<file path="src/rtl/cpu_reg_tx_pkg.sv">
// Package: cpu_reg_tx_pkg
// Shared types and helpers for the CPU output-register UART transmitter.
//   DATA_W       width of the observed CPU register
//   tx_state_t   transmitter FSM states (PARITY only reachable when
//                REG_TX_PARITY_EN is defined)
//   even_parity  XOR reduction of a data byte (1 when the byte has an odd
//                number of ones, making the total count even)
package cpu_reg_tx_pkg;

    localparam int DATA_W = 8;

    typedef enum logic [2:0] {
        IDLE,
        START,
        DATA,
        PARITY,
        STOP
    } tx_state_t;

    function automatic logic even_parity(input logic [7:0] d);
        return ^d;
    endfunction

endpackage

</file>
<file path="src/rtl/reg_tx_fifo.sv">
// Module: reg_tx_fifo
// Small synchronous FIFO with first-word-fall-through read.
// Ports:
//   clk      in   clock, rising edge
//   rst      in   synchronous active-high reset (empties the FIFO)
//   push_i   in   write request; accepted when not full or popping this cycle
//   pop_i    in   read request; ignored when empty
//   din_i    in   write data
//   dout_o   out  oldest entry (valid while empty_o=0)
//   full_o   out  FIFO holds DEPTH entries
//   empty_o  out  FIFO holds no entries
module reg_tx_fifo #(
    parameter int DEPTH = 4,
    parameter int W     = 8
) (
    input  logic         clk,
    input  logic         rst,
    input  logic         push_i,
    input  logic         pop_i,
    input  logic [W-1:0] din_i,
    output logic [W-1:0] dout_o,
    output logic         full_o,
    output logic         empty_o
);
    localparam int AW = $clog2(DEPTH);

    logic [W-1:0]  mem_q [DEPTH];
    logic [AW-1:0] wr_q;
    logic [AW-1:0] rd_q;
    logic [AW:0]   cnt_q;
    logic          wr_en;
    logic          rd_en;

    assign full_o  = (cnt_q == (AW+1)'(DEPTH));
    assign empty_o = (cnt_q == '0);
    // A pop in the same cycle frees a slot, so a push into a full FIFO is
    // still accepted then; the write lands on the slot being vacated.
    assign wr_en   = push_i && (!full_o || pop_i);
    assign rd_en   = pop_i && !empty_o;
    // Read is combinational so the FSM can load the byte on the pop cycle.
    assign dout_o  = mem_q[rd_q];

    always_ff @(posedge clk) begin
        if (wr_en) begin
            mem_q[wr_q] <= din_i;
        end
    end

    always_ff @(posedge clk) begin
        if (rst) begin
            wr_q  <= '0;
            rd_q  <= '0;
            cnt_q <= '0;
        end else begin
            if (wr_en) wr_q <= wr_q + 1'b1;
            if (rd_en) rd_q <= rd_q + 1'b1;
            case ({wr_en, rd_en})
                2'b10:   cnt_q <= cnt_q + 1'b1;
                2'b01:   cnt_q <= cnt_q - 1'b1;
                default: cnt_q <= cnt_q;
            endcase
        end
    end

endmodule

</file>
<file path="src/rtl/cpu_reg_uart_tx.sv">
// Module: cpu_reg_uart_tx
// Watches the CPU output register, queues every new value and sends each
// one as a UART frame (8N1, or 8E1 when REG_TX_PARITY_EN is defined),
// LSB first.
// Ports:
//   clk     in   clock, rising edge
//   rst     in   synchronous active-high reset; aborts any frame at once
//   i_REG   in   CPU output register value, sampled every clk
//   o_TX    out  UART serial line, idles high (registered)
//   o_BUSY  out  FSM not IDLE or FIFO non-empty
//   o_OVF   out  sticky: a change was dropped on a full FIFO; cleared by rst
// Configuration macro: REG_TX_PARITY_EN (adds an even-parity bit time).
module cpu_reg_uart_tx
    import cpu_reg_tx_pkg::*;
#(
    parameter int CLK_DIV    = 16,
    parameter int FIFO_DEPTH = 4
) (
    input  logic              clk,
    input  logic              rst,
    input  logic [DATA_W-1:0] i_REG,
    output logic              o_TX,
    output logic              o_BUSY,
    output logic              o_OVF
);
    localparam int BAUD_W = $clog2(CLK_DIV);
    localparam logic [BAUD_W-1:0] BAUD_LAST = BAUD_W'(CLK_DIV - 1);

    tx_state_t         state_q, state_d;
    logic [BAUD_W-1:0] baud_q, baud_d;
    logic [2:0]        bit_q, bit_d;
    logic [DATA_W-1:0] shreg_q, shreg_d;
    logic [DATA_W-1:0] prev_q;
    logic              tx_q, tx_d;
    logic              ovf_q;
`ifdef REG_TX_PARITY_EN
    logic              par_q, par_d;
`endif

    logic              push;
    logic              pop;
    logic [DATA_W-1:0] fifo_dout;
    logic              fifo_full;
    logic              fifo_empty;
    logic              bit_end;

    assign push    = (i_REG != prev_q);
    assign bit_end = (baud_q == BAUD_LAST);

    reg_tx_fifo #(
        .DEPTH (FIFO_DEPTH),
        .W     (DATA_W)
    ) u_fifo (
        .clk     (clk),
        .rst     (rst),
        .push_i  (push),
        .pop_i   (pop),
        .din_i   (i_REG),
        .dout_o  (fifo_dout),
        .full_o  (fifo_full),
        .empty_o (fifo_empty)
    );

    always_comb begin
        state_d = state_q;
        baud_d  = baud_q;
        bit_d   = bit_q;
        shreg_d = shreg_q;
        pop     = 1'b0;
        tx_d    = 1'b1;
`ifdef REG_TX_PARITY_EN
        par_d   = par_q;
`endif
        // Baud counter only runs inside a frame; it sits at 0 in IDLE.
        if (state_q != IDLE) begin
            baud_d = bit_end ? '0 : baud_q + 1'b1;
        end
        case (state_q)
            IDLE: begin
                tx_d = 1'b1;
                if (!fifo_empty) begin
                    pop     = 1'b1;
                    shreg_d = fifo_dout;
                    bit_d   = '0;
                    baud_d  = '0;
                    state_d = START;
`ifdef REG_TX_PARITY_EN
                    par_d   = even_parity(fifo_dout);
`endif
                end
            end
            START: begin
                tx_d = 1'b0;
                if (bit_end) state_d = DATA;
            end
            DATA: begin
                tx_d = shreg_q[0];
                if (bit_end) begin
                    shreg_d = shreg_q >> 1;
                    bit_d   = bit_q + 3'd1;
                    if (bit_q == 3'd7) begin
`ifdef REG_TX_PARITY_EN
                        state_d = PARITY;
`else
                        state_d = STOP;
`endif
                    end
                end
            end
`ifdef REG_TX_PARITY_EN
            PARITY: begin
                tx_d = par_q;
                if (bit_end) state_d = STOP;
            end
`endif
            STOP: begin
                tx_d = 1'b1;
                if (bit_end) state_d = IDLE;
            end
            default: begin
                state_d = IDLE;
            end
        endcase
    end

    always_ff @(posedge clk) begin
        if (rst) begin
            state_q <= IDLE;
            baud_q  <= '0;
            bit_q   <= '0;
            shreg_q <= '0;
            prev_q  <= '0;
            tx_q    <= 1'b1;
            ovf_q   <= 1'b0;
`ifdef REG_TX_PARITY_EN
            par_q   <= 1'b0;
`endif
        end else begin
            state_q <= state_d;
            baud_q  <= baud_d;
            bit_q   <= bit_d;
            shreg_q <= shreg_d;
            // prev tracks the input even when the value is dropped.
            prev_q  <= i_REG;
            // o_TX is registered: it follows the FSM state by one clk.
            tx_q    <= tx_d;
            if (push && fifo_full && !pop) ovf_q <= 1'b1;
`ifdef REG_TX_PARITY_EN
            par_q   <= par_d;
`endif
        end
    end

    assign o_TX   = tx_q;
    assign o_BUSY = (state_q != IDLE) || !fifo_empty;
    assign o_OVF  = ovf_q;

endmodule

</file>
<file path="config.mk">
export PLATFORM = sky130hd
export DESIGN_NAME = cpu_reg_uart_tx
export DESIGN_NICKNAME = d
export VERILOG_FILES = /design/src/rtl/cpu_reg_tx_pkg.sv /design/src/rtl/reg_tx_fifo.sv /design/src/rtl/cpu_reg_uart_tx.sv
export SDC_FILE = /design/constraint.sdc
export NUM_CORES = 1
export LEC_CHECK = 0
export BUFFER_PORTS_ARGS = -buffer_cell sky130_fd_sc_hd__buf_2
export CORE_ASPECT_RATIO = 0.5
export CORE_MARGIN = 3
export CORE_UTILIZATION = 25
export CTS_CLUSTER_SIZE = 40
export DETAILED_ROUTE_END_ITERATION = 8
export PLACE_DENSITY = 0.49
export SLEW_MARGIN = 20
export SYNTH_ARGS = -nofsm -noshare
export SYNTH_HDL_FRONTEND = slang
export SYNTH_SLANG_ARGS = --single-unit
</file>
<file path="constraint.sdc">
create_clock -name clk -period 2.8 [get_ports clk]
set_clock_uncertainty 0.15 [all_clocks]
set_input_delay 0 -clock clk [delete_from_list [all_inputs] [get_ports clk]]
set_output_delay 0 -clock clk [all_outputs]
set_load 0.05 [all_outputs]
</file>
Yosys cells after proc, flatten, opt, wreduce, memory -nomap -nowiden
Memories as Yosys holds them, arrays and structs flattened. A register that Yosys moved wholly into a read port is not among the register bits. Cells that the tools add are included.

Register bits: 35. Output and inout bits: 3. Latch bits: 0. Memories: 1. Input bits: 10. Bits in writable memories: 32. Memory bits (read-only): 0. Word-level logic and storage cells: 71.

Memory list: u_fifo.mem_q (words 4, width 8, read ports 1, clocked after Yosys merged registers in 1, write ports 1, line reg_tx_fifo.sv:27) `logic [W-1:0] mem_q [DEPTH];`.

$mul: 0. Reductions and logical operators: 16. Equality and inequality tests: 14. Muxes and demuxes: 24. Shift-type cells: 0. Div/mod/pow operators: 0. Add/subtract/negate cells: 6. Order comparisons: 0. Bitwise gates (word level): 0.

Operators with widths (count): $mux 3 (7); $mux 4 (4); $mux 8 (2); $pmux 8 s2 (1); $pmux 3 s2 (2); $pmux 3 s4 (1); $ne 2x2->1 const B (5); $eq 3x3->1 const B (3); $ne 8x8->1 (1); $add 3x1->3 const B (2); $logic_not 3->1 (2); $reduce_and 5->1 (1); $add 2x1->2 const B (2); $add 4x1->4 const B (1); $eq 4x4->1 const B (1); $logic_and 1x1->1 (4); $mux 1 (4); $mux 2 (2); $reduce_bool 2->1 (2); $eq 3x1->1 const B (1); $eq 3x2->1 const B (1); $logic_not 1->1 (3); $reduce_and 3->1 (1); $reduce_bool 3->1 (1); 5 further kinds (6).

Longest topological paths before layout
Gate-level depths: netlist of run 1.

Word-level depth: 7. Gate-level depth with buffers: 12. Depth with buffers taken out: 10.

Modules after synthesis
From an unflattened synthesis of run 1, not the netlist that was laid out.

Cells, all modules: 222. Area, all modules: 2934.1 µm².

Modules (own cells, without submodules): reg_tx_fifo (area each 1645.3 µm², times used 1, sequential area each 1141.1 µm², cells an instance 96); cpu_reg_uart_tx (area each 1288.7 µm², times used 1, sequential area each 560.5 µm², cells an instance 126).

Worst setup path before layout of run 1
Ideal clock, no wire load.

Path type: reg-to-reg. From: reg prev_q[7]. To: reg u_fifo.cnt_q[2]. Data arrival time: 2.330 ns. Stages on the path, launching flop included: 11. Period minus slack after synthesis: 2.550 ns. Required time: 2.579 ns. Setup slack: 0.250 ns. Path buffers: 0. Cells stage by stage: dfxtp_1 xor2_1 nor4_1 a31oi_4 inv_1 ha_1 inv_1 fa_1 xor2_1 or3_1 a21oi_1.

Word-level cells in the longest chain between the ends: 4. Elaborated cells on any way between the ends: 6. Those cells by class: eq/ne: 3; mux: 1; reduce/logical: 2.

RTL lines: start: declaration (line cpu_reg_uart_tx.sv:33) `logic [DATA_W-1:0] prev_q;`; start signal: assignment (line cpu_reg_uart_tx.sv:144) `prev_q <= i_REG;`; $ne 8x8->1 * (line cpu_reg_uart_tx.sv:47) `assign push = (i_REG != prev_q);`; $logic_and 1x1->1 * (line reg_tx_fifo.sv:38) `assign wr_en = push_i && (!full_o || pop_i);`; $eq 2x1->1 / $eq 2x2->1 (equally long branches) (line reg_tx_fifo.sv:57) `case ({wr_en, rd_en})`; $pmux 3 s2 / $reduce_bool 2->1 (equally long branches); end signal: assignment (line reg_tx_fifo.sv:58) `2'b10: cnt_q <= cnt_q + 1'b1;`; end signal: assignment (line reg_tx_fifo.sv:59) `2'b01: cnt_q <= cnt_q - 1'b1;`; end signal: assignment (line reg_tx_fifo.sv:60) `default: cnt_q <= cnt_q;`; end: declaration (line reg_tx_fifo.sv:30) `logic [AW:0] cnt_q;`.

Every way passes the cells marked *; elsewhere a longest branch is shown, timed or not. A chain may end at the register's enable or synchronous reset.

Worst setup path in the final report of run 1
From: in i_REG[7]. To: reg u_fifo.cnt_q[2].

Word-level cells in the longest chain between the ends: 4. Elaborated cells on any way between the ends: 6. Those cells by class: eq/ne: 3; mux: 1; reduce/logical: 2.

RTL lines: start: declaration (line cpu_reg_uart_tx.sv:21) `input logic [DATA_W-1:0] i_REG,`; $ne 8x8->1 * (line cpu_reg_uart_tx.sv:47); $logic_and 1x1->1 * (line reg_tx_fifo.sv:38); $eq 2x1->1 / $eq 2x2->1 (equally long branches) (line reg_tx_fifo.sv:57); $pmux 3 s2 / $reduce_bool 2->1 (equally long branches).

Marks and branches as above.

==> impl_summary.log, run 1 <==
INFO  metric run_status = completed
INFO  metric power.clock.fraction = 0.363
INFO  metric synthArstFlopShare = 0
INFO  metric worst_hold_path_type = in2reg
INFO  metric grt_pass1_wl = 9.38 mm
INFO  metric internal-power = 2.37 mW
INFO  metric remaining_number_of_nets_flagged_by_the_antenna_check_after_routing = 0
INFO  metric die_w = 158 µm
INFO  metric placement_rows = 26
INFO  metric worst-path-max-fanout = 6
INFO  metric synth_cell_types = 41
INFO  metric grt.total_usage = 0.0961
INFO  metric number_of_enable_type_register_cells_in_the_synthesized_netlist = 32
INFO  metric yosys_warnings = 0
INFO  metric vdd_drop_max = 0.402 mV
INFO  metric synth_ff_type = dfxtp_1
INFO  metric power_density = 983 nW/µm²
INFO  metric routed_wire_length_per_instance = 13.5 µm
INFO  metric critical_path.startpoint_type = primary input
INFO  metric core-area = 10700 µm²
INFO  metric cts_made_buffers = 9
INFO  metric summed_area_of_non_filler_cells_in_the_final_layout = 3490 µm²
INFO  metric numClockSinks = 69
INFO  metric netSwitchingFraction = 0.309
INFO  metric place.gp.congestion = 0.783
INFO  metric dpl_cell_area = 3080 µm²
INFO  metric netSwitchingPower = 1.06 mW
INFO  metric antenna_found_initial = 0
INFO  metric cellLeakagePower = 1.29 nW
INFO  metric place.port_buffers = 12
INFO  metric critical_path_rt = 2.90 ns
INFO  metric power_share_of_the_combinational_group = 0.235
INFO  metric synthDominantCellAreaShare = 0.334
INFO  metric start_util = 0.268
INFO  metric area_growth_syn_to_layout = 21.3%
INFO  metric hold_start = rst
INFO  metric yosys_register_bits = 69
INFO  metric post_drt_via_cell_ratio = 4.50
INFO  metric worstPathArrival = 2.67 ns
INFO  metric rsz_0062_raised_after_global_routing = false
INFO  metric drcViolationCount = 0
INFO  metric worst-setup-path-type = in2reg
INFO  metric r2r-start = prev_q[7]
INFO  metric final.fill_count = 1021
INFO  metric io_pins = 13
INFO  metric detail_route.wirelength = 5.45 mm
INFO  metric cts-resized-gates = 0
INFO  metric timing_hold_violations_final = 0
INFO  metric die_y = 81.8 µm
INFO  metric seqPwrFrac = 0.402
INFO  metric drt_iter0_markers = 92
INFO  metric clk_latency = 0.33 ns
INFO  metric grt_max_degree = 39
INFO  metric yosys-top-cells-area = edfxtp_1 33%, dfxtp_1 26%, mux4_2 6.3%, xor2_1 3.7%, ha_1 3.5%
INFO  metric setup-violations-final = 0
INFO  metric setup.worst_path.end_class = flop
INFO  metric slew_headroom = 0.489
INFO  metric preCtsSetupSlack = 0.254 ns
INFO  metric cts.path.max_buffers = 2
INFO  metric clkTransAtPathRegs = 0.06 ns
INFO  metric drv_cap = 0
INFO  metric setup.worst_path.start = i_REG[7]
INFO  metric report.final.slew_viol_count = 0
INFO  metric synthCells = 234
INFO  metric tritoncts = built
INFO  metric drt-pass1-iter-count = 4
INFO  metric synthMostInstantiatedCell = dfxtp_1
INFO  metric tns = 0 ns
INFO  metric min_period = 2.56 ns
INFO  metric place_hpwl = 3.69 mm
INFO  metric timing.fmax = 0.390 GHz
INFO  metric synth_sequential_area_ratio = 0.592
INFO  metric ctsHtreeMaxLevel = 3
INFO  metric yosys-top-cells-count = 37 x dfxtp_1, 32 x edfxtp_1, 18 x a21oi_1, 18 x nand2_1, 17 x nor2_1
INFO  metric cts_root_buffer = clkbuf_16
INFO  metric synthesis.area_per_instance = 12.3 µm²
INFO  metric first_global_vias = 1904
INFO  metric design.die.area = 12900 µm²
INFO  metric vias = 1814
INFO  metric post_route_cells_drive_above_1_share = 0.194
INFO  metric syn-num-nets = 253
INFO  metric grt.overflow.total = 0
INFO  metric worst-slew-pin-transition = 0.760 ns
INFO  metric p_total = 3.43 mW
INFO  metric final_net_count = 277
INFO  metric netlist_area = 2870 µm²
INFO  metric antenna_cells_inserted = 0
INFO  metric synth_top_area_cell = edfxtp_1
INFO  metric finalWorstSetupSlack = 0.236 ns
INFO  metric min_period_over_period = 0.916
-- state kept, by name (all words and copies together), names as in the netlist, named ones only --
| name | cells |
|---|---|
| baud_q | 4 |
| prev_q | 8 |
| u_fifo.mem_q | 32 |
| o_OVF | 1 |
| u_fifo.wr_q | 2 |
| bit_q | 3 |
| o_TX | 1 |
| u_fifo.cnt_q | 3 |
| u_fifo.rd_q | 2 |
| shreg_q | 8 |
| state_q | 3 |
-- metal layers --
layer | wire length [µm] | track usage | vias up
li1 | - | - | 893
met1 | 2600 | 0.116 | 893
met2 | 2600 | 0.162 | 21
met3 | 167 | 0.0332 | 7
met4 | 80 | 0.0346 | 0
met5 | 0 | 0 | -
-- power groups by stage --
stage               Sequential, mW  Combinational, mW  Clock [mW]
floorplan                     1.33              0.684           0
global placement              1.39              0.787           0
detailed placement            1.40              0.800           0
CTS                           1.38              0.810        1.27
global route                  1.41              0.909        1.32
finish                        1.38              0.804        1.25
-- through the flow --
step | hold WS [ns] | utilization | cells
3_3_place_gp | 0.103 | 0.287 | 379
6_report | 0.0690 | 0.326 | 403
5_1_grt | 0.0977 | 0.326 | 403
2_1_floorplan | -0.0511 | - | 234
3_5_place_dp | 0.113 | 0.287 | 379
4_1_cts | 0.0632 | 0.326 | 403
-- worst max-delay path, stage by stage --
cell	delay, ns
dlygate4sd3_1	0.53
buf_2	0.16
xor2_1	0.14
nor4_1	0.29
buf_4	0.18
a31oi_4	0.09
inv_1	0.07
ha_1	0.17
inv_1	0.06
fa_1	0.37
xor2_1	0.15
or3_1	0.30
a21oi_1	0.15
-- final cells by class --
class                      instances  area [µm²]  share of cell area
sequential                        69        1700               0.488
multi-input combinational        146        1080               0.310
clock buffer                       9         225              0.0646
tap                              140         175              0.0503
timing repair buffer              23         163              0.0467
clock inverter                     7         105              0.0302
inverter                           9        33.8             0.00969
-- cell usage in the layout, fill, tap and decap left out, drive strengths merged, types with 2 or more instances in the layout --
| cell type | n |
|---|---|
| a211oi | 2 |
| a21oi | 18 |
| a311oi | 7 |
| a31oi | 2 |
| and2 | 4 |
| and3 | 2 |
| buf | 15 |
| bufinv | 2 |
| clkbuf | 9 |
| dfxtp | 37 |
| dlygate4sd3 | 8 |
| edfxtp | 32 |
| ha | 8 |
| inv | 12 |
| mux4 | 8 |
| nand2 | 18 |
| nand2b | 2 |
| nand3 | 5 |
| nand4 | 2 |
| nor2 | 18 |
| nor2b | 9 |
| nor3 | 6 |
| o21ai | 7 |
| or3 | 4 |
| xor2 | 12 |
-- cell families after synthesis --
kind of cell | after synthesis | share of synthesized area
flip-flops | 69 | 0.592
multiplexers | 10 | 0.0714
adder cells (fa/ha/maj) | 9 | 0.0418
AND/OR/NAND/NOR | 75 | 0.135
buffers and inverters | 19 | 0.0309
AO/OA/AOI/OAI | 39 | 0.0884
XOR/XNOR | 13 | 0.0396
-- worst paths after layout --
| check | endpoint | slack, ns | cells after the start |
|---|---|---|---|
| worst min-delay path | prev_q[2] | 0.07 | 2 |
| worst max-delay path | u_fifo.cnt_q[2] | 0.24 | 13 |
| worst min register to register | o_OVF | 0.33 | 1 |
| worst max register to register | u_fifo.cnt_q[2] | 0.28 | 11 |
-- what timing repair did --
item / 4_1_cts / 5_1_grt
endpoints found under the hold margin: 40 / 0
setup buffers: 0 / 0
hold buffers: 8 / 0
Note: power is estimated with default switching activity, not from simulation.
==> inputs of run 2 (changes only) <==
--- a/config.mk
+++ b/config.mk
@@ -8,10 +8,10 @@
 export BUFFER_PORTS_ARGS = -buffer_cell sky130_fd_sc_hd__buf_2
 export CORE_ASPECT_RATIO = 0.5
 export CORE_MARGIN = 3
-export CORE_UTILIZATION = 25
+export CORE_UTILIZATION = 30
 export CTS_CLUSTER_SIZE = 40
 export DETAILED_ROUTE_END_ITERATION = 8
-export PLACE_DENSITY = 0.49
+export PLACE_DENSITY = 0.55
 export SLEW_MARGIN = 20
 export SYNTH_ARGS = -nofsm -noshare
 export SYNTH_HDL_FRONTEND = slang
==> impl_summary.log, run 2 (synthesis gave the netlist of run 1 again) <==
INFO  metric numClockSinks = 69
INFO  metric place.gp.congestion = 0.745
INFO  metric io_pins = 13
INFO  metric detail_route.wirelength = 5.43 mm
INFO  metric busiest_layer = met2
INFO  metric antenna_found_initial = 0
INFO  metric final_net_count = 277
INFO  metric worst_hold_path_type = in2reg
INFO  metric worst-setup-path-type = in2reg
INFO  metric layout.cells.most_common_list = 37 x dfxtp_1, 32 x edfxtp_1, 18 x nand2_1, 18 x a21oi_1, 17 x nor2_1
INFO  metric drv_cap = 0
INFO  metric die_w = 144 µm
INFO  metric drt_iter0_markers = 133
INFO  metric worstPathArrival = 2.67 ns
INFO  metric grt_max_degree = 39
INFO  metric clkTransAtPathRegs = 0.06 ns
INFO  metric cts-resized-gates = 0
INFO  metric cts_root_buffer = clkbuf_16
INFO  metric grt.total_usage = 0.111
INFO  metric setup.worst_path.start = i_REG[7]
INFO  metric rsz_0062_raised_after_global_routing = false
INFO  metric final.fill_count = 869
INFO  metric min_period_over_period = 0.915
INFO  metric setup-violations-final = 0
INFO  metric worst-path-max-fanout = 6
INFO  metric cell_breakdown_of_the_critical_path = dlygate4sd3_1, buf_2, xor2_1, nor4_1, buf_4, a31oi_4, inv_1, ha_1, inv_1, fa_1, xor2_1, or3_1, a21oi_1
INFO  metric gr-usage-met1 = 0.135
INFO  metric start_util = 0.319
INFO  metric vdd_drop_max = 0.399 mV
INFO  metric antenna_cells_inserted = 0
INFO  metric placement_rows = 24
INFO  metric min_period = 2.56 ns
INFO  metric cellLeakagePower = 1.27 nW
INFO  metric met3_track_usage_gr = 0.0482
INFO  metric final_util = 0.381
INFO  metric design.die.area = 10900 µm²
INFO  metric remaining_number_of_nets_flagged_by_the_antenna_check_after_routing = 0
INFO  metric core-area = 9010 µm²
INFO  metric grt.overflow.total = 0
INFO  metric setup.worst_path.end_class = flop
INFO  metric critical_path.startpoint_type = primary input
INFO  metric worst-slew-pin-transition = 0.785 ns
INFO  metric clk_latency = 0.33 ns
INFO  metric critPathBufInv = 5
INFO  metric routed_wire_length_per_instance = 14.3 µm
INFO  metric reg_top3 = u_fifo.mem_q x32, prev_q x8, shreg_q x8
INFO  metric number_of_flip_flops_in_the_largest_register = 32
INFO  metric cts_made_buffers = 9
INFO  metric final_common_cell = dfxtp_1
INFO  metric ctsHtreeMaxLevel = 3
INFO  metric slew_headroom = 0.472
INFO  metric place.port_buffers = 12
INFO  metric grt.met2_usage = 0.175
INFO  metric register_containing_the_most_flip_flops_in_the_final_layout = u_fifo.mem_q
INFO  metric critical_path_rt = 2.90 ns
INFO  metric hold_start = rst
INFO  metric first_global_vias = 1744
INFO  metric run_status = completed
INFO  metric cts.path.max_buffers = 2
INFO  metric grt_pass1_wl = 8.80 mm
INFO  metric drt-pass1-iter-count = 4
INFO  metric vias = 1782
INFO  metric post_route_cells_drive_above_1_share = 0.190
INFO  metric die_y = 75.2 µm
INFO  metric timing.fmax = 0.390 GHz
INFO  metric drcViolationCount = 0
INFO  metric tritoncts = built
INFO  metric timing_hold_violations_final = 0
INFO  metric report.final.slew_viol_count = 0
INFO  metric power_density = 967 nW/µm²
INFO  metric r2r-start = prev_q[7]
INFO  metric timing.critical_path.slowest_cell_delay = 0.52 ns
INFO  metric area_growth_syn_to_layout = 19.3%
INFO  metric worst_path_dominant_cell_family = buffers and inverters
INFO  metric place_hpwl = 3.57 mm
INFO  metric tns = 0 ns
INFO  metric post_drt_via_cell_ratio = 4.69
INFO  metric timing.critical_path.slowest_stage_cell = dlygate4sd3_1
-- run 2: cell count changes in the layout (fill, tap and decap cells not counted) --
cell,change
clkinv_4,+2
inv_6,-1
inv_8,-1
clkbuf_1,+1
bufinv_16,-1
-- run 2: path summary, 6_finish.rpt --
path,to,slack [ns],cells after the start
setup / recovery,u_fifo.cnt_q[2],0.24,13
hold / removal,prev_q[0],0.05,2
hold reg to reg,shreg_q[1],0.33,2
setup reg to reg,u_fifo.cnt_q[2],0.27,11
-- run 2: power breakdown --
group	total (mW)	internal (mW)	switching (mW)
registers	1.37	1.24	0.137
logic	0.802	0.336	0.466
clock network	1.14	0.697	0.441
total	3.31	2.27	1.04
-- run 2: final cells by class --
cell class / count / area [µm²] / area share
clock buffers: 10 / 229 / 0.0668
clock inverters: 6 / 72.6 / 0.0212
inverters: 9 / 33.8 / 0.00985
multi-input cells: 146 / 1080 / 0.316
flip-flops and latches: 69 / 1700 / 0.496
well taps: 117 / 146 / 0.0427
repair buffers: 23 / 163 / 0.0474
-- run 2: through the flow --
step / total power [mW] / instances / setup slack (ns) / instance area [µm²] / hold slack, ns
floorplan: 2.01 / 234 / 0.250 / 2870 / -0.0511
finish: 3.31 / 380 / 0.238 / 3430 / 0.0485
global placement: 2.17 / 356 / 0.381 / 3050 / 0.102
CTS: 3.34 / 380 / 0.252 / 3430 / 0.0440
global route: 3.50 / 380 / 0.0798 / 3430 / 0.0870
detailed placement: 2.19 / 356 / 0.300 / 3050 / 0.117
-- run 2: timing repair --
item | 4_1_cts | 5_1_grt
endpoints found under the hold margin | 40 | 0
buffers inserted | 0 | 0
hold buffers | 8 | 0
setup endpoints to repair | 0 | 0
-- run 2: layer usage --
metal	part of all wire	vias to the layer above	wire length (µm)
met5	0	-	0
met4	0.011	0	59
met3	0.048	4	260
met2	0.47	32	2540
met1	0.47	856	2570
li1	-	890	-
==> inputs of run 3 (changes only) <==
--- a/config.mk
+++ b/config.mk
@@ -5,6 +5,7 @@
 export SDC_FILE = /design/constraint.sdc
 export NUM_CORES = 1
 export LEC_CHECK = 0
+export ABC_AREA = 1
 export BUFFER_PORTS_ARGS = -buffer_cell sky130_fd_sc_hd__buf_2
 export CORE_ASPECT_RATIO = 0.5
 export CORE_MARGIN = 3
==> impl_summary.log, run 3 <==
INFO  metric cellLeakagePower = 1.53 nW
INFO  metric synthCells = 333
INFO  metric cell_breakdown_of_the_critical_path = dlygate4sd3_1, buf_2, inv_1, nand2_1, nand2_1, nand2_1, nor2_1, nand2_1, nand2_1, ha_1, inv_1, fa_1, a21oi_1, o21ai_0, o21ai_0, a21oi_1
INFO  metric hold_start = i_REG[7]
INFO  metric tritoncts = built
INFO  metric numClockSinks = 69
INFO  metric synth_top_area_cell = edfxtp_1
INFO  metric io_pins = 13
INFO  metric vias = 2138
INFO  metric synthArstFlopShare = 0
INFO  metric drt-pass1-iter-count = 4
INFO  metric drt_iter0_markers = 153
INFO  metric place.gp.congestion = 0.787
INFO  metric drcViolationCount = 0
INFO  metric area_growth_syn_to_layout = 21.4%
INFO  metric ctsHtreeMaxLevel = 3
INFO  metric number_of_flip_flops_in_the_largest_register = 32
INFO  metric remaining_number_of_nets_flagged_by_the_antenna_check_after_routing = 0
INFO  metric worst_hold_path_type = in2reg
INFO  metric design.die.area = 11200 µm²
INFO  metric number_of_enable_type_register_cells_in_the_synthesized_netlist = 32
INFO  metric library_cell_appearing_most_often_on_the_critical_path = nand2_1
INFO  metric run_status = completed
INFO  metric clkTransAtPathRegs = 0.05 ns
INFO  metric post_route_cells_drive_above_1_share = 0.119
INFO  metric routed_wire_length_per_instance = 11.4 µm
INFO  metric netSwitchingPower = 1.31 mW
INFO  metric timing.critical_path.slowest_cell_delay = 0.53 ns
INFO  metric synthesis.area_per_instance = 8.89 µm²
INFO  metric setup.worst_path.end_class = flop
INFO  metric power_share_of_the_combinational_group = 0.322
INFO  metric grt_max_degree = 19
INFO  metric final_net_count = 383
INFO  metric yosys_warnings = 0
INFO  metric final.fill_count = 954
INFO  metric place_hpwl = 3.82 mm
INFO  metric synth_cell_types = 29
INFO  metric summed_area_of_non_filler_cells_in_the_final_layout = 3590 µm²
INFO  metric worst-path-max-fanout = 6
INFO  metric register_containing_the_most_flip_flops_in_the_final_layout = u_fifo.mem_q
INFO  metric setup-violations-final = 0
INFO  metric r2r-start = state_q[1]
INFO  metric timing.fmax = 0.406 GHz
INFO  metric internal-power = 2.34 mW
INFO  metric cts-resized-gates = 0
INFO  metric seqPwrFrac = 0.371
INFO  metric grt.total_usage = 0.109
INFO  metric cts_root_buffer = clkbuf_16
INFO  metric grt_pass1_wl = 9.43 mm
INFO  metric critical_path_rt = 2.87 ns
INFO  metric synth_ff_type = dfxtp_1
INFO  metric final_common_cell = nand2_1
INFO  metric synthMostInstantiatedCell = nand2_1
INFO  metric drv_cap = 0
INFO  metric post_drt_via_cell_ratio = 4.28
INFO  metric syn-num-nets = 352
INFO  metric yosys-top-cells-area = edfxtp_1 32%, dfxtp_1 25%, nand2_1 11%, a21oi_1 5.7%, nor2_1 4.9%
INFO  metric power_density = 1020 nW/µm²
INFO  metric min_period = 2.46 ns
INFO  metric rsz_0062_raised_after_global_routing = false
INFO  metric layout.cells.most_common_list = 83 x nand2_1, 39 x nor2_1, 37 x dfxtp_1
INFO  metric finalWorstSetupSlack = 0.340 ns
INFO  metric final_util = 0.394
INFO  metric die_y = 76.2 µm
INFO  metric reg_top3 = u_fifo.mem_q x32, prev_q x8, shreg_q x8
INFO  metric report.final.slew_viol_count = 0
INFO  metric min_to = u_fifo.mem_q[1][7]
INFO  metric grt.overflow.total = 0
INFO  metric netlist_area = 2960 µm²
INFO  metric worst-slew-pin-transition = 0.595 ns
INFO  metric rr_endpoint = u_fifo.cnt_q[2]
INFO  metric first_global_vias = 1947
INFO  metric preCtsSetupSlack = 0.400 ns
INFO  metric cts_made_buffers = 9
INFO  metric slew_headroom = 0.603
INFO  metric setup.worst_path.start = i_REG[5]
INFO  metric dpl_cell_area = 3170 µm²
INFO  metric clk_latency = 0.33 ns
INFO  metric antenna_cells_inserted = 0
INFO  metric die_w = 146 µm
INFO  metric timing_hold_violations_final = 0
INFO  metric place.port_buffers = 12
INFO  metric antenna_found_initial = 0
INFO  metric placement_rows = 24
INFO  metric worstRegToRegCells = 11
INFO  metric synth_sequential_area_ratio = 0.575
INFO  metric cts.path.max_buffers = 2
INFO  metric worstPathArrival = 2.53 ns
INFO  metric min_period_over_period = 0.879
INFO  metric synthDominantCellAreaShare = 0.325
INFO  metric netSwitchingFraction = 0.360
INFO  metric power.clock.fraction = 0.307
INFO  metric yosys-top-cells-count = 83 x nand2_1, 39 x nor2_1, 37 x dfxtp_1, 36 x inv_1, 34 x a21oi_1
INFO  metric worst-setup-path-type = in2reg
INFO  metric critical_path.startpoint_type = primary input
INFO  metric core-area = 9130 µm²
INFO  metric timing.critical_path.slowest_stage_cell = dlygate4sd3_1
INFO  metric cell_depth_of_the_worst_min_delay_path = 2
INFO  metric yosys_register_bits = 69
INFO  metric vdd_drop_max = 0.405 mV
INFO  metric register_to_register_setup_slack = 0.35 ns
INFO  metric tns = 0 ns
INFO  metric detail_route.wirelength = 5.69 mm
INFO  metric tightest_hold_margin = 0.306 ns
INFO  metric start_util = 0.324
[run 3: cell types whose count changed after synthesis, sizes merged, moves of 9 or more]
cell,previous run,this run
a21oi,18,34
inv,9,39
nand2,18,86
nand3,5,15
nor2,18,41
nor2b,9,0
o21ai,7,19
xor2,12,0
[run 3: layout make-up]
type / instances / area [µm²] / area share
Sequential cell: 69 / 1700 / 0.473
Tap cell: 130 / 163 / 0.0452
Clock inverter: 5 / 58.8 / 0.0164
Inverter: 39 / 149 / 0.0414
Clock buffer: 11 / 243 / 0.0675
Timing Repair Buffer: 30 / 225 / 0.0627
Multi-Input combinational cell: 215 / 1050 / 0.293
[run 3: critical path: cells and delay by family]
kind,cells,cell delay [ns]
AOI/OAI and AO/OA,4,0.47
and+or+nand+nor,6,0.67
buffers and inverters,4,0.83
adders and majority gates,2,0.55
[run 3: cells by family (layout without fill, tap and decap cells)]
kind of cell,after synthesis,after routing,share of synthesized area
AND/OR/NAND/NOR,148,148,0.211
XOR/XNOR,3,3,0.00888
buffers and inverters,49,85,0.0689
AO/OA/AOI/OAI,55,55,0.0959
adder cells (fa/ha/maj),9,9,0.0406
flip-flops,69,69,0.575
[run 3: what timing repair did]
action / CTS / global route
buffers inserted: 0 / 0
setup endpoints to repair: 0 / 0
hold buffers: 12 / 0
endpoints found under the hold margin: 47 / 0
[run 3: power groups by stage]
| stage | clock network, mW | logic (mW) | registers [mW] |
|---|---|---|---|
| 5_1_grt | 1.20 | 1.34 | 1.37 |
| 6_report | 1.12 | 1.17 | 1.35 |
| 4_1_cts | 1.15 | 1.19 | 1.35 |
| 3_5_place_dp | 0 | 1.17 | 1.37 |
| 3_3_place_gp | 0 | 1.16 | 1.37 |
| 2_1_floorplan | 0 | 0.932 | 1.36 |
[run 3: worst max-delay path by stage]
stage	end	cells after the start
after floorplan	u_fifo.cnt_q[2]	11
after global placement	u_fifo.cnt_q[2]	11
after detailed placement	u_fifo.cnt_q[2]	11
after CTS	u_fifo.cnt_q[2]	16
after global routing	u_fifo.cnt_q[2]	11
final	u_fifo.cnt_q[2]	16
[run 3: per-stage QoR]
step | power [mW] | std cells
after global routing | 3.92 | 499
final | 3.65 | 499
after floorplan | 2.29 | 333
after detailed placement | 2.54 | 471
after CTS | 3.69 | 499
after global placement | 2.53 | 471
[run 3: metal layers]
metal	routed length, µm	share of wire	GRT usage	vias up
met4	105	0.018	0.0450	0
li1	-	-	-	1142
met5	0	0	0	-
met3	254	0.045	0.0446	8
met1	2960	0.52	0.146	955
met2	2380	0.42	0.154	33
